`src/rtl/spi_pkg.sv`:
```
`default_nettype none
// ============================================================================
// Module      : spi_pkg
// Description : Shared types and helpers for the SPI slave deserialiser.
//               FSM state encoding, sample-edge selection from CPOL/CPHA,
//               a clog2 helper and the frame word counter width.
// Revision    : 1.0 - initial release
// ============================================================================
package spi_pkg;

    // Width of the per-frame completed word counter
    localparam int c_FRAME_WORDS_W = 16;

    typedef enum logic [0:0] {
        ST_IDLE  = 1'b0,
        ST_SHIFT = 1'b1
    } spi_state_e;

    // Ceiling log2; returns 0 for values <= 1
    function automatic int clog2(input int value);
        int r;
        int v;
        r = 0;
        v = value - 1;
        while (v > 0) begin
            r = r + 1;
            v = v >> 1;
        end
        return r;
    endfunction

    // 1 = sample MOSI on rising SCLK, 0 = on falling SCLK
    function automatic logic sample_on_rise(input int cpol, input int cpha);
        return (cpol == cpha);
    endfunction

endpackage
`default_nettype wire

```
`src/rtl/spi_rx_fifo.sv`:
```
`default_nettype none
// ============================================================================
// Module      : spi_rx_fifo
// Description : Synchronous show-ahead FIFO. dout presents the head entry
//               whenever the FIFO is not empty and reads as zero when empty.
//               A push while full is only accepted together with a pop.
//               A pop while empty is ignored.
// Ports       : clk, rst        - clock, synchronous active-high reset
//               push, din       - write strobe and data
//               pop             - consume head entry
//               dout            - head entry
//               empty, full     - occupancy flags
// Revision    : 1.0 - initial release
// ============================================================================
module spi_rx_fifo
    import spi_pkg::*;
#(
    parameter int P_WIDTH = 8,
    parameter int P_DEPTH = 4
) (
    input  logic               clk,
    input  logic               rst,
    input  logic               push,
    input  logic               pop,
    input  logic [P_WIDTH-1:0] din,
    output logic [P_WIDTH-1:0] dout,
    output logic               empty,
    output logic               full
);

    localparam int c_AW = (clog2(P_DEPTH) < 1) ? 1 : clog2(P_DEPTH);
    localparam logic [c_AW:0] c_FULL = (c_AW + 1)'(P_DEPTH);

    logic [P_WIDTH-1:0] r_mem [P_DEPTH];
    logic [c_AW-1:0]    r_wr_ptr;
    logic [c_AW-1:0]    r_rd_ptr;
    logic [c_AW:0]      r_count;
    logic               w_do_push;
    logic               w_do_pop;

    assign empty     = (r_count == '0);
    assign full      = (r_count == c_FULL);
    assign w_do_pop  = pop & ~empty;
    assign w_do_push = push & (~full | pop);

    always_ff @(posedge clk) begin
        if (rst) begin
            r_wr_ptr <= '0;
            r_rd_ptr <= '0;
            r_count  <= '0;
        end else begin
            if (w_do_push) begin
                r_wr_ptr <= r_wr_ptr + c_AW'(1);
            end
            if (w_do_pop) begin
                r_rd_ptr <= r_rd_ptr + c_AW'(1);
            end
            if (w_do_push && !w_do_pop) begin
                r_count <= r_count + (c_AW + 1)'(1);
            end else if (!w_do_push && w_do_pop) begin
                r_count <= r_count - (c_AW + 1)'(1);
            end
        end
    end

    // Storage needs no reset: the head is masked while empty
    always_ff @(posedge clk) begin
        if (w_do_push) begin
            r_mem[r_wr_ptr] <= din;
        end
    end

    assign dout = empty ? '0 : r_mem[r_rd_ptr];

endmodule
`default_nettype wire

```
`src/rtl/spi_slave_deser.sv`:
```
`default_nettype none
// ============================================================================
// Module      : spi_slave_deser
// Description : SPI slave receiver. Oversamples SCLK/CS_n/MOSI in the clk
//               domain, deserialises 1..N MOSI lanes into words (MSB- or
//               LSB-first, all four CPOL/CPHA modes) and buffers them in a
//               show-ahead FIFO with valid/ready output.
// Ports       : clk, rst            - system clock, sync active-high reset
//               spi_sclk_i          - SPI clock (async)
//               spi_cs_n_i          - chip select, active-low (async)
//               spi_mosi_i          - MOSI lanes (async)
//               dout, dout_valid    - FIFO head word / not empty
//               dout_ready          - consumer accepts dout
//               frame_start/end     - one-cycle pulses at CS_n fall/rise
//               frame_words         - completed words in frame (saturating)
//               overflow            - sticky drop flag, overflow_clr clears
//               dout_partial        - only with SPI_PARTIAL_FLUSH_EN
// Options     : define SPI_PARTIAL_FLUSH_EN to flush a partial word at
//               CS_n rise (justified, zero-filled, tagged by dout_partial).
// Revision    : 1.0 - initial release
// ============================================================================
module spi_slave_deser
    import spi_pkg::*;
#(
    parameter int P_DATA_IN_WIDTH   = 1,
    parameter int P_DATA_TEMP_WIDTH = 8,
    parameter int P_FIFO_DEPTH      = 4,
    parameter int P_CPOL            = 0,
    parameter int P_CPHA            = 0,
    parameter int P_MSB_FIRST       = 1
) (
    input  logic                         clk,
    input  logic                         rst,
    input  logic                         spi_sclk_i,
    input  logic                         spi_cs_n_i,
    input  logic [P_DATA_IN_WIDTH-1:0]   spi_mosi_i,
    output logic [P_DATA_TEMP_WIDTH-1:0] dout,
    output logic                         dout_valid,
`ifdef SPI_PARTIAL_FLUSH_EN
    output logic                         dout_partial,
`endif
    input  logic                         dout_ready,
    output logic                         frame_start,
    output logic                         frame_end,
    output logic [c_FRAME_WORDS_W-1:0]   frame_words,
    output logic                         overflow,
    input  logic                         overflow_clr
);

    localparam int   c_BEATS       = P_DATA_TEMP_WIDTH / P_DATA_IN_WIDTH;
    localparam int   c_CNT_W       = (clog2(c_BEATS) < 1) ? 1 : clog2(c_BEATS);
    localparam logic [c_CNT_W-1:0] c_CNT_LAST = c_CNT_W'(c_BEATS - 1);
    localparam logic c_SAMPLE_RISE = sample_on_rise(P_CPOL, P_CPHA);
    localparam logic c_SCLK_IDLE   = (P_CPOL != 0);
`ifdef SPI_PARTIAL_FLUSH_EN
    localparam int   c_FIFO_W      = P_DATA_TEMP_WIDTH + 1;
`else
    localparam int   c_FIFO_W      = P_DATA_TEMP_WIDTH;
`endif

    // ------------------------------------------------------------------
    // Synchronisers and edge detection
    // ------------------------------------------------------------------
    logic                       r_sclk_s1, r_sclk_s2, r_sclk_s3;
    logic                       r_cs_s1, r_cs_s2, r_cs_s3;
    logic [P_DATA_IN_WIDTH-1:0] r_mosi_s1, r_mosi_s2, r_mosi_smp;
    logic                       r_smp_edge, r_cs_fall, r_cs_rise;
    logic                       w_sclk_edge;

    assign w_sclk_edge = c_SAMPLE_RISE ? (r_sclk_s2 & ~r_sclk_s3)
                                       : (~r_sclk_s2 & r_sclk_s3);

    always_ff @(posedge clk) begin
        if (rst) begin
            r_sclk_s1  <= c_SCLK_IDLE;
            r_sclk_s2  <= c_SCLK_IDLE;
            r_sclk_s3  <= c_SCLK_IDLE;
            // CS chain resets low: a CS_n already low at reset release then
            // produces no falling edge, while a high CS_n only yields a
            // rising edge, which IDLE ignores.
            r_cs_s1    <= 1'b0;
            r_cs_s2    <= 1'b0;
            r_cs_s3    <= 1'b0;
            r_mosi_s1  <= '0;
            r_mosi_s2  <= '0;
            r_mosi_smp <= '0;
            r_smp_edge <= 1'b0;
            r_cs_fall  <= 1'b0;
            r_cs_rise  <= 1'b0;
        end else begin
            r_sclk_s1  <= spi_sclk_i;
            r_sclk_s2  <= r_sclk_s1;
            r_sclk_s3  <= r_sclk_s2;
            r_cs_s1    <= spi_cs_n_i;
            r_cs_s2    <= r_cs_s1;
            r_cs_s3    <= r_cs_s2;
            r_mosi_s1  <= spi_mosi_i;
            r_mosi_s2  <= r_mosi_s1;
            // MOSI taken from the same stage that reveals the SCLK edge
            r_mosi_smp <= r_mosi_s2;
            r_smp_edge <= w_sclk_edge;
            r_cs_fall  <= ~r_cs_s2 & r_cs_s3;
            r_cs_rise  <= r_cs_s2 & ~r_cs_s3;
        end
    end

    // ------------------------------------------------------------------
    // Frame FSM and shifter
    // ------------------------------------------------------------------
    spi_state_e                   r_state, w_state_next;
    logic [P_DATA_TEMP_WIDTH-1:0] r_shift, w_shift_next;
    logic [c_CNT_W-1:0]           r_cnt, w_cnt_next;
    logic [c_FRAME_WORDS_W-1:0]   r_frame_words, w_words_next;
    logic                         r_frame_start, w_frame_start_next;
    logic                         r_frame_end, w_frame_end_next;
    logic                         r_push, w_push_next;
    logic [P_DATA_TEMP_WIDTH-1:0] r_push_data, w_push_data_next;
`ifdef SPI_PARTIAL_FLUSH_EN
    logic                         r_push_partial, w_push_partial_next;
    int                           w_just_amt;
`endif

    always_comb begin
        w_state_next       = r_state;
        w_shift_next       = r_shift;
        w_cnt_next         = r_cnt;
        w_words_next       = r_frame_words;
        w_frame_start_next = 1'b0;
        w_frame_end_next   = 1'b0;
        w_push_next        = 1'b0;
        w_push_data_next   = r_push_data;
`ifdef SPI_PARTIAL_FLUSH_EN
        w_push_partial_next = 1'b0;
        w_just_amt          = 0;
`endif
        case (r_state)
            ST_IDLE: begin
                if (r_cs_fall) begin
                    w_state_next       = ST_SHIFT;
                    w_frame_start_next = 1'b1;
                    w_shift_next       = '0;
                    w_cnt_next         = '0;
                    w_words_next       = '0;
                end
            end
            ST_SHIFT: begin
                // Sample edge is handled before CS rise so a final beat
                // coinciding with CS_n rise still completes its word.
                if (r_smp_edge) begin
                    if (P_MSB_FIRST != 0) begin
                        w_shift_next = (r_shift << P_DATA_IN_WIDTH)
                                     | P_DATA_TEMP_WIDTH'(r_mosi_smp);
                    end else begin
                        w_shift_next = (r_shift >> P_DATA_IN_WIDTH)
                                     | (P_DATA_TEMP_WIDTH'(r_mosi_smp)
                                        << (P_DATA_TEMP_WIDTH - P_DATA_IN_WIDTH));
                    end
                    if (r_cnt == c_CNT_LAST) begin
                        w_cnt_next       = '0;
                        w_push_next      = 1'b1;
                        w_push_data_next = w_shift_next;
                        if (r_frame_words != '1) begin
                            w_words_next = r_frame_words + c_FRAME_WORDS_W'(1);
                        end
                    end else begin
                        w_cnt_next = r_cnt + c_CNT_W'(1);
                    end
                end
                if (r_cs_rise) begin
                    w_frame_end_next = 1'b1;
                    w_state_next     = ST_IDLE;
`ifdef SPI_PARTIAL_FLUSH_EN
                    if (w_cnt_next != '0) begin
                        // Move received beats to the end the first beat
                        // would occupy in a full word; vacated bits are zero.
                        w_just_amt = (c_BEATS - int'(w_cnt_next)) * P_DATA_IN_WIDTH;
                        if (P_MSB_FIRST != 0) begin
                            w_push_data_next = w_shift_next << w_just_amt;
                        end else begin
                            w_push_data_next = w_shift_next >> w_just_amt;
                        end
                        w_push_next         = 1'b1;
                        w_push_partial_next = 1'b1;
                    end
`endif
                end
            end
            default: w_state_next = ST_IDLE;
        endcase
    end

    always_ff @(posedge clk) begin
        if (rst) begin
            r_state        <= ST_IDLE;
            r_shift        <= '0;
            r_cnt          <= '0;
            r_frame_words  <= '0;
            r_frame_start  <= 1'b0;
            r_frame_end    <= 1'b0;
            r_push         <= 1'b0;
            r_push_data    <= '0;
`ifdef SPI_PARTIAL_FLUSH_EN
            r_push_partial <= 1'b0;
`endif
        end else begin
            r_state        <= w_state_next;
            r_shift        <= w_shift_next;
            r_cnt          <= w_cnt_next;
            r_frame_words  <= w_words_next;
            r_frame_start  <= w_frame_start_next;
            r_frame_end    <= w_frame_end_next;
            r_push         <= w_push_next;
            r_push_data    <= w_push_data_next;
`ifdef SPI_PARTIAL_FLUSH_EN
            r_push_partial <= w_push_partial_next;
`endif
        end
    end

    assign frame_start = r_frame_start;
    assign frame_end   = r_frame_end;
    assign frame_words = r_frame_words;

    // ------------------------------------------------------------------
    // Output FIFO and overflow tracking
    // ------------------------------------------------------------------
    logic [c_FIFO_W-1:0] w_fifo_din, w_fifo_dout;
    logic                w_empty, w_full, w_pop, w_drop;
    logic                r_overflow;

`ifdef SPI_PARTIAL_FLUSH_EN
    assign w_fifo_din   = {r_push_partial, r_push_data};
    assign dout         = w_fifo_dout[P_DATA_TEMP_WIDTH-1:0];
    assign dout_partial = w_fifo_dout[P_DATA_TEMP_WIDTH];
`else
    assign w_fifo_din   = r_push_data;
    assign dout         = w_fifo_dout;
`endif

    assign dout_valid = ~w_empty;
    assign w_pop      = dout_valid & dout_ready;
    assign w_drop     = r_push & w_full & ~w_pop;

    spi_rx_fifo #(
        .P_WIDTH (c_FIFO_W),
        .P_DEPTH (P_FIFO_DEPTH)
    ) u_fifo (
        .clk   (clk),
        .rst   (rst),
        .push  (r_push),
        .pop   (w_pop),
        .din   (w_fifo_din),
        .dout  (w_fifo_dout),
        .empty (w_empty),
        .full  (w_full)
    );

    // A new drop wins over a simultaneous clear
    always_ff @(posedge clk) begin
        if (rst) begin
            r_overflow <= 1'b0;
        end else if (w_drop) begin
            r_overflow <= 1'b1;
        end else if (overflow_clr) begin
            r_overflow <= 1'b0;
        end
    end

    assign overflow = r_overflow;

endmodule
`default_nettype wire

```
`config.mk`:
```
export PLATFORM = sky130hd
export DESIGN_NAME = spi_slave_deser
export DESIGN_NICKNAME = d
export VERILOG_FILES = /design/src/rtl/spi_pkg.sv /design/src/rtl/spi_rx_fifo.sv /design/src/rtl/spi_slave_deser.sv
export SDC_FILE = /design/constraint.sdc
export NUM_CORES = 1
export LEC_CHECK = 0
export ABC_AREA = 1
export CORE_MARGIN = 1
export CORE_UTILIZATION = 25
export DETAILED_ROUTE_END_ITERATION = 10
export PLACE_DENSITY_LB_ADDON = 0.25
export SYNTH_ARGS = -nofsm -noshare
export SYNTH_HDL_FRONTEND = slang
export SYNTH_SLANG_ARGS = --single-unit
```
`constraint.sdc`:
```
create_clock -name clk -period 3.25 [get_ports clk]
set_input_delay 0.65 -clock clk [delete_from_list [all_inputs] [get_ports clk]]
set_output_delay 0.65 -clock clk [all_outputs]
set_load 0.02 [all_outputs]
```
==> results of run 1 <==
-- logic make-up after synthesis --
logic type                 share of synthesized area
AOI/OAI and AO/OA                             0.0937
xor gates and xnor gates                     0.00222
adders and majority gates                     0.0304
buffers and inverters                         0.0652
DFF                                            0.547
and+or+nand+nor                                0.262
-- final cells by class --
| class | count | area (µm²) | share of cell area |
|---|---|---|---|
| Multi-Input combinational cell | 314 | 1530 | 0.318 |
| Tap cell | 211 | 264 | 0.0547 |
| Clock buffer | 9 | 225 | 0.0467 |
| Clock inverter | 7 | 70.1 | 0.0145 |
| Sequential cell | 92 | 2160 | 0.448 |
| Timing Repair Buffer | 41 | 393 | 0.0814 |
| Inverter | 47 | 176 | 0.0366 |
-- sequential cells by signal, indices dropped and copies added, names as in the netlist, 2 cells and up, named ones only --
register	cells
frame_words	16
r_cnt	3
r_push_data	8
r_shift	7
u_fifo.r_count	3
u_fifo.r_mem	32
u_fifo.r_rd_ptr	2
u_fifo.r_wr_ptr	2
-- cell usage in the layout (no fill, tap or decap), drive strengths merged, types with 6 or more instances in the layout --
master | netlist | layout
edfxtp | 32 | 32
ha | 8 | 8
clkdlybuf4s50 | 0 | 34
a21oi | 35 | 35
nand3 | 43 | 43
o21ai | 28 | 28
inv | 46 | 49
nand4 | 6 | 6
clkbuf | 7 | 9
nand2 | 96 | 96
buf | 9 | 7
nor2 | 87 | 87
dfxtp | 60 | 60
-- worst min-delay path by stage --
stage                       to      start  depth (start not counted)
finish              r_smp_edge  r_sclk_s3                          1
global route           r_cs_s2    r_cs_s1                          2
CTS                 r_smp_edge  r_sclk_s3                          1
detailed placement  r_smp_edge  r_sclk_s3                          1
global placement    r_smp_edge  r_sclk_s3                          1
floorplan           r_smp_edge  r_sclk_s3                          1
-- per-layer routing --
metal,GRT usage,vias to the layer above
met5,0,-
met4,0.0284,0
met3,0.0409,6
met2,0.197,57
met1,0.133,1379
li1,-,1606
-- stage by stage --
step	util	power, mW	hold slack (ns)	setup WS, ns	instance area (µm²)
final	0.315	2.63	0.394	0.388	4820
after global routing	0.315	2.77	0.412	0.115	4820
after CTS	0.315	2.66	0.394	0.362	4820
after detailed placement	0.296	1.64	0.384	0.490	4530
after global placement	0.296	1.63	0.378	0.545	4530
after floorplan	-	1.50	0.373	1.13	3950
-- power groups by stage --
stage	Clock (mW)	Combinational, mW	Sequential (mW)
after floorplan	0	0.247	1.26
after global placement	0	0.345	1.28
after detailed placement	0	0.350	1.29
after CTS	1.05	0.353	1.26
after global routing	1.11	0.394	1.27
final	1.02	0.347	1.26
-- worst reg2reg max path, stage by stage, from the launching register on --
cell and delay [ns]:
dfxtp_1 0.35, nor2_1 0.18, nand2_1 0.11, inv_2 0.20
nor2_1 0.13, inv_1 0.07, ha_1 0.14, inv_1 0.07
fa_1 0.43, a21oi_1 0.14, o21ai_0 0.11, o21ai_0 0.18
a21oi_1 0.06
==> reports/results.ini, run 1 <==
[grt]
grt_max_degree=26
grt_first_pass_wirelength_um=14300
antenna_found_initial=0
track_usage=0.114
grt_overflow=0
grt_pass1_vias=2920

[worst_setup_path]
cp-end-kind=output pin
r2r-start=u_fifo.r_count[0]
reg2reg_to=u_fifo.r_count[2]
slowest_delay_ns=0.72
critPathTopFamily=flip-flops
start_kind=flip-flop
worst-setup-path-type=reg2out
cp_max_fo=17
crit_buf_inv=1
rr_worst_depth=12
crit_path_end=dout[4]
slowest_stage=dfxtp_1
cp_common_cell=nor2_1
path_depth=5
crit_chain=nor2_1, nor2_1, o21ai_0, a21oi_1, clkdlybuf4s50_1
reg2reg_slack_ns=0.97
cp_data_required_time_ns=2.60
crit_arrival_ns=2.21

[synthesis]
synthMostInstantiatedCell=nand2_1
ys_top_cells_by_area=dfxtp_1, edfxtp_1, nand2_1
synth.distinct_cells=31
yosys.area.top_type=dfxtp_1
synth-seq-area-share=0.547
syn_area_per_cell_um2=8.43
ys.flop_type=dfxtp_1
yosys-top-cells-count=nand2_1, nor2_1, dfxtp_1
synthCells=469
synth-seq-cells=92
synth_top_area_frac=0.304
yosys_warnings=0
synth-edff-count=32
synthArstFlopShare=0
syn_nets=485
syn_area_um2=3950

[clocking]
cts_setup_buffers=0
htreeDepth=3
root_buffer=clkbuf_16
clk_path_buf_depth=2
cts_hold_buf=0
cts-resized-gates=0
cts-buffers-inserted=9
cts_tree=built
numClockSinks=92
clk_pin_slew_ns=0.07
insertion_delay_ns=0.35

[place]
place_congestion=0.794
dp_cells=705
io_buffers=34
hpwl_um=5610

[floorplanning]
ios=35
rows=45
die_x_um=128
start_util=0.258
dieArea_um2=16300
core_area_um2=15300
die_height_um=128

[timing]
period_needed_ns=2.86
slew_violations=0
fin_crit_sh=0.880
grt_setup_unrepaired=no
maxSlewHeadroom=0.437
fmax_ghz=0.349
tightestPinTransition_ns=0.841
setup_viol=0
skew_ns=0.0103
hold_viol_final=0
finalSetupTns_ns=0

[finish]
nets=521
syn2layout_area_growth_pct=22.0
fillCellCount=1656
num_antenna_cells=0
instances_no_fill=721
layout-drive-gt1-share=0.0941

[routing]
routedWlPerCell_um=11.7
met1Wirelength_um=3860
drt-vias-per-instance=4.23
met2WireLength_um=4160
top_layer=met4
drtIter0Drc=91
vias=3048
met3WireLength_um=346
finalWirelength_um=8450
drt_pass1_iterations=4
ant_nets=0
drcViolationCount=0

[power]
power.share.clock=0.389
seq_power_share=0.479
sw_frac_of_total=0.284
power.density_nw_per_um2=545
p_leak_nw=1.81
power.switching_uw=746
p_comb_frac=0.132
peakVddDrop_v=0.000225
p_int_mw=1.88

[min_path]
hp-class=reg2reg

[flow_run]
drv_cap=0

[status]
status=complete, no violations

No activity file was read; power rests on OpenSTA's default activity.
==> run 2, diff against run 1 <==
--- a/config.mk
+++ b/config.mk
@@ -7,7 +7,7 @@
 export LEC_CHECK = 0
 export ABC_AREA = 1
 export CORE_MARGIN = 1
-export CORE_UTILIZATION = 25
+export CORE_UTILIZATION = 35
 export DETAILED_ROUTE_END_ITERATION = 10
 export PLACE_DENSITY_LB_ADDON = 0.25
 export SYNTH_ARGS = -nofsm -noshare
==> run 2 against run 1 <==
  * Final area fell by 2.5%
  * Sequential power about the same
  * Clock power about the same
  * Utilization grew 12 points
  * Critical path depth down 1
  * Clock-buffer cell count did not move
  * Largest power group unchanged
==> reports/results.ini, run 2 (synthesis results as in run 1) <==
[status]
status=complete, no violations

[routing]
ant_nets=0  ; unchanged
drtIter0Drc=111  ; +22%
routedWlPerCell_um=12.1  ; +3.4%
drt_pass1_iterations=4  ; unchanged
finalWirelength_um=7810  ; -7.5%
drt-vias-per-instance=4.71  ; +11%
vias=3036  ; -0.39%
drcViolationCount=0  ; unchanged

[place]
place_congestion=0.833  ; +4.9%
hpwl_um=5040  ; -10%
io_buffers=34  ; unchanged

[clocking]
cts_tree=built
cts-resized-gates=0  ; unchanged
numClockSinks=92  ; unchanged
insertion_delay_ns=0.34  ; about the same
cts_setup_buffers=0  ; unchanged
root_buffer=clkbuf_16
clk_path_buf_depth=2  ; unchanged
clk_pin_slew_ns=0.07  ; about the same
cts_hold_buf=0  ; unchanged
htreeDepth=3  ; unchanged
cts-buffers-inserted=9  ; unchanged

[worst_setup_path]
worst-setup-path-type=reg2out
cp_max_fo=17  ; unchanged
rr_worst_depth=12  ; unchanged
r2r-start=u_fifo.r_count[0]
start_kind=flip-flop
reg2reg_to=u_fifo.r_count[2]
cp-end-kind=output pin
crit_path_end=dout[1]
cp_data_required_time_ns=2.60  ; about the same
crit_arrival_ns=2.17  ; -0.04 ns
reg2reg_slack_ns=1.02  ; +0.05 ns

[floorplanning]
core_area_um2=10900  ; -29%
start_util=0.362  ; +0.103
ios=35  ; unchanged
rows=38  ; -16%
die_x_um=108  ; -15%
dieArea_um2=11700  ; -28%
die_height_um=108  ; -15%

[timing]
hold_viol_final=0  ; unchanged
maxSlewHeadroom=0.410  ; -0.0271
setup_viol=0  ; unchanged
finalSetupTns_ns=0  ; unchanged
fmax_ghz=0.355  ; +1.4%
slew_violations=0  ; unchanged
period_needed_ns=2.82  ; -0.0409 ns
skew_ns=0.0106  ; +0.000354 ns
tightestPinTransition_ns=0.884  ; +0.0428 ns
grt_setup_unrepaired=no
fin_crit_sh=0.868  ; -0.0126

[grt]
track_usage=0.145  ; +0.0317
grt_first_pass_wirelength_um=13100  ; -8.5%
grt_pass1_vias=2826  ; -3.2%
grt_max_degree=35  ; +35%
antenna_found_initial=0  ; unchanged
grt_overflow=0  ; unchanged

[finish]
nets=516  ; -0.96%
layout-drive-gt1-share=0.0851  ; -0.00897
final_util=0.430  ; +0.115
largest_register_ffs=32  ; unchanged
layout_common_cells=nand2_1, nor2_1, dfxtp_1
fillCellCount=1088  ; -34%
regMostFlops=u_fifo.r_mem
num_antenna_cells=0  ; unchanged
mostFrequentLayoutCell=nand2_1
syn2layout_area_growth_pct=19.0

[power]
power.switching_uw=738  ; -1.0%
sw_frac_of_total=0.281  ; -0.00272
seq_power_share=0.479  ; about the same
power.density_nw_per_um2=558  ; +2.5%
p_int_mw=1.89  ; +0.33%
p_leak_nw=1.79  ; -0.67%
peakVddDrop_v=0.000261  ; +16%
power.share.clock=0.392  ; +0.003
p_comb_frac=0.129  ; -0.003

[flow_run]
drv_cap=0  ; unchanged

[min_path]
hp-class=reg2reg

## run 2: cell types whose count changed in the layout (fill, tap and decap cells not counted)
cell        previous run  this run
inv_8                  2         3
clkinvlp_4             3         0
clkinv_4               0         2
buf_4                  7         2
## run 2: how the worst min path moves through the flow
| stage | startpoint | endpoint | slack (ns) | depth (start not counted) |
|---|---|---|---|---|
| 2_1_floorplan | r_sclk_s3 | r_smp_edge | 0.37 | 1 |
| 3_3_place_gp | r_sclk_s3 | r_smp_edge | 0.38 | 1 |
| 3_5_place_dp | r_mosi_s2 | r_mosi_smp | 0.39 | 2 |
| 4_1_cts | r_mosi_s2 | r_mosi_smp | 0.40 | 2 |
| 5_1_grt | r_sclk_s3 | r_smp_edge | 0.42 | 1 |
| 6_report | r_sclk_s3 | r_smp_edge | 0.40 | 1 |
## run 2: per-layer routing
layer	vias to the layer above	wire length (µm)	GRT usage
met5	-	0	0
met4	0	108	0.0550
met3	8	303	0.0428
met2	50	3680	0.245
met1	1381	3720	0.175
li1	1597	-	-
## run 2: power by group through the flow
stage / logic [mW] / clock network (mW) / registers [mW]
detailed placement: 0.342 / 0 / 1.29
CTS: 0.344 / 1.06 / 1.26
global route: 0.382 / 1.12 / 1.26
global placement: 0.337 / 0 / 1.28
floorplan: 0.247 / 0 / 1.26
finish: 0.339 / 1.03 / 1.26
## run 2: layout make-up
cell class,instances,area [µm²],area share
well taps,140,175,0.0372
inverters,47,176,0.0375
flip-flops and latches,92,2160,0.460
clock inverters,7,76.3,0.0162
multi-input cells,314,1530,0.326
repair buffers,36,355,0.0755
clock buffers,9,225,0.0479
## run 2: metrics by stage
stage | area (µm²) | instances | hold slack (ns) | setup slack [ns] | power (mW)
detailed placement | 4400 | 629 | 0.394 | 0.511 | 1.63
global placement | 4400 | 629 | 0.381 | 0.556 | 1.62
global route | 4700 | 645 | 0.422 | 0.218 | 2.77
CTS | 4700 | 645 | 0.404 | 0.386 | 2.67
finish | 4700 | 645 | 0.401 | 0.429 | 2.63
floorplan | 3950 | 469 | 0.373 | 1.13 | 1.50
## run 2: worst max-delay path, stage by stage (launching register included)
cell	delay [ns]
dfxtp_1	0.71
inv_2	0.25
o21ai_0	0.22
a21oi_1	0.10
clkdlybuf4s50_1	0.54
==> run 3, diff against run 2 <==
==> constraint.sdc (replaced) <==
create_clock -name clk -period 3.25 [get_ports clk]
set_input_delay 0.325 -clock clk [delete_from_list [all_inputs] [get_ports clk]]
set_output_delay 0.325 -clock clk [all_outputs]
set_load 0.02 [all_outputs]
==> run 3 against run 2 <==
  * Die area unchanged
  * Utilization up 0.26 points
  * Non-clock buffer count unchanged
  * Maximum frequency up 13%
  * Routed wire length up 1.4%
  * Highest routed layer unchanged
  * Final cell count unchanged
  * Critical path depth unchanged
  * Combinational power about the same
  * Power up 3.5%
  * Clock-buffer cell count up 1
==> reports/results.ini, run 3 (synthesis results as in run 1) <==
[routing]
met1Wirelength_um=3720  ; about the same
drt-vias-per-instance=4.72  ; +0.33%
met3WireLength_um=217  ; -28%
finalWirelength_um=7930  ; +1.4%
ant_nets=0  ; unchanged
drcViolationCount=0  ; unchanged
vias=3046  ; +0.33%
met2WireLength_um=3920  ; +6.4%
drtIter0Drc=105  ; -5.4%
routedWlPerCell_um=12.3  ; +1.4%
top_layer=met4
drt_pass1_iterations=5  ; +1

[power]
total_power_mw=2.72  ; +3.5%
p_leak_nw=1.80  ; +0.39%
power.density_nw_per_um2=575  ; +2.9%
peakVddDrop_v=0.000241  ; -7.8%

[worst_setup_path]
crit_arrival_ns=2.16  ; about the same
slowest_delay_ns=0.70  ; about the same
cp_max_fo=17  ; unchanged
cp-end-kind=output pin
r2r-start=u_fifo.r_count[0]
critPathTopFamily=buffers and inverters
slowest_stage=dfxtp_1
crit_chain=inv_2, o21ai_0, a21oi_1, clkdlybuf4s50_1
worst-setup-path-type=reg2out
reg2reg_to=u_fifo.r_count[2]
crit_buf_inv=2  ; unchanged
cp_data_required_time_ns=2.92  ; +0.32 ns
start_kind=flip-flop
rr_worst_depth=12  ; unchanged
reg2reg_slack_ns=1.03  ; about the same

[floorplanning]
dieArea_um2=11700  ; unchanged
die_height_um=108  ; unchanged
die_x_um=108  ; unchanged
rows=38  ; unchanged
core_area_um2=10900  ; unchanged
start_util=0.362  ; unchanged
ios=35  ; unchanged

[finish]
nets=516  ; unchanged
regMostFlops=u_fifo.r_mem
layout-drive-gt1-share=0.0832  ; -0.00198
layout_common_cells=nand2_1, nor2_1, dfxtp_1
final-seq-area_um2=2160  ; unchanged
final_util=0.433  ; +0.00263
syn2layout_area_growth_pct=19.7
fillCellCount=1070  ; -1.7%
largest_register_ffs=32  ; unchanged
mostFrequentLayoutCell=nand2_1
multiInputGateArea_um2=1530  ; unchanged
num_antenna_cells=0  ; unchanged
stdcell_area_um2=4730  ; +0.61%

[min_path]
hp-class=reg2reg
hold_path_depth=1  ; unchanged
min-delay-start=r_sclk_s3
whs_endpoint=r_smp_edge

[timing]
finalSetupTns_ns=0  ; unchanged
setup_viol=0  ; unchanged
fin_crit_sh=0.765  ; -0.103
tightestPinTransition_ns=0.918  ; +0.0346 ns
fmax_ghz=0.402  ; +13%
skew_ns=0.00977  ; -0.000846 ns
hold_viol_final=0  ; unchanged
period_needed_ns=2.49  ; -0.334 ns
slew_violations=0  ; unchanged
maxSlewHeadroom=0.387  ; -0.0231
grt_setup_unrepaired=no

[place]
place_congestion=0.801  ; -3.9%
placed_area_um2=4400  ; unchanged
io_buffers=34  ; unchanged
hpwl_um=5160  ; +2.5%

[clocking]
clk_pin_slew_ns=0.06  ; about the same
cts_tree=built
clk_path_buf_depth=2  ; unchanged
cts_setup_buffers=0  ; unchanged
htreeDepth=3  ; unchanged
insertion_delay_ns=0.34  ; about the same
cts-resized-gates=0  ; unchanged
root_buffer=clkbuf_16
cts_hold_buf=0  ; unchanged
numClockSinks=92  ; unchanged
cts-buffers-inserted=9  ; unchanged

[grt]
grt_first_pass_wirelength_um=13300  ; +1.4%
antenna_found_initial=0  ; unchanged
grt_overflow=0  ; unchanged
grt_max_degree=35  ; unchanged
grt_pass1_vias=2821  ; -0.18%
track_usage=0.147  ; +0.00199

[status]
status=complete, no violations

[flow_run]
drv_cap=0  ; unchanged

[run 3: cell types whose count changed in the layout (fill, tap and decap cells not counted), sizes merged]
cell,previous run,this run
bufinv,0,2
clkbuf,9,10
clkinvlp,0,1
inv,50,46
[run 3: cell type report]
class / instances / share of cell area
sequential: 92 / 0.457
multi-input combinational: 314 / 0.324
timing repair buffer: 36 / 0.0751
clock buffer: 10 / 0.0484
inverter: 47 / 0.0373
tap: 140 / 0.0370
clock inverter: 6 / 0.0214
[run 3: per-layer routing]
| layer | up-vias | GRT usage |
|---|---|---|
| met5 | - | 0 |
| met4 | 0 | 0.0521 |
| met3 | 7 | 0.0344 |
| met2 | 42 | 0.258 |
| met1 | 1405 | 0.177 |
| li1 | 1592 | - |
[run 3: metrics by stage]
stage | setup WS, ns | std cells | hold WS [ns]
6_report | 0.763 | 645 | 0.396
5_1_grt | 0.552 | 645 | 0.413
4_1_cts | 0.697 | 645 | 0.399
3_5_place_dp | 0.828 | 629 | 0.390
3_3_place_gp | 0.896 | 629 | 0.380
2_1_floorplan | 1.13 | 469 | 0.373
[run 3: worst reg2reg max path: cells and delay by family, from the launching register on]
kind,cells,cell delay (ns)
fa+ha+maj,2,0.56
buf+inv,3,0.32
flops,1,0.34
compound gates,4,0.46
simple gates,3,0.43
[run 3: worst max path at each step]
| stage | startpoint | end | slack, ns | cells after the start |
|---|---|---|---|---|
| final | flip-flop | dout[2] | 0.76 | 4 |
| after global routing | flip-flop | dout[5] | 0.55 | 4 |
| after CTS | flip-flop | dout[6] | 0.70 | 4 |
| after detailed placement | dout_ready | u_fifo.r_count[2] | 0.83 | 12 |
| after global placement | dout_ready | u_fifo.r_count[2] | 0.90 | 12 |
| after floorplan | u_fifo.r_count[0] | u_fifo.r_count[2] | 1.13 | 12 |
[run 3: where the power goes]
| group | total [mW] | switching (mW) | internal [mW] | leakage, nW |
|---|---|---|---|---|
| sequential | 1.26 | 0.0455 | 1.21 | 0.858 |
| combinational | 0.337 | 0.207 | 0.130 | 0.788 |
| clock | 1.12 | 0.442 | 0.683 | 0.156 |
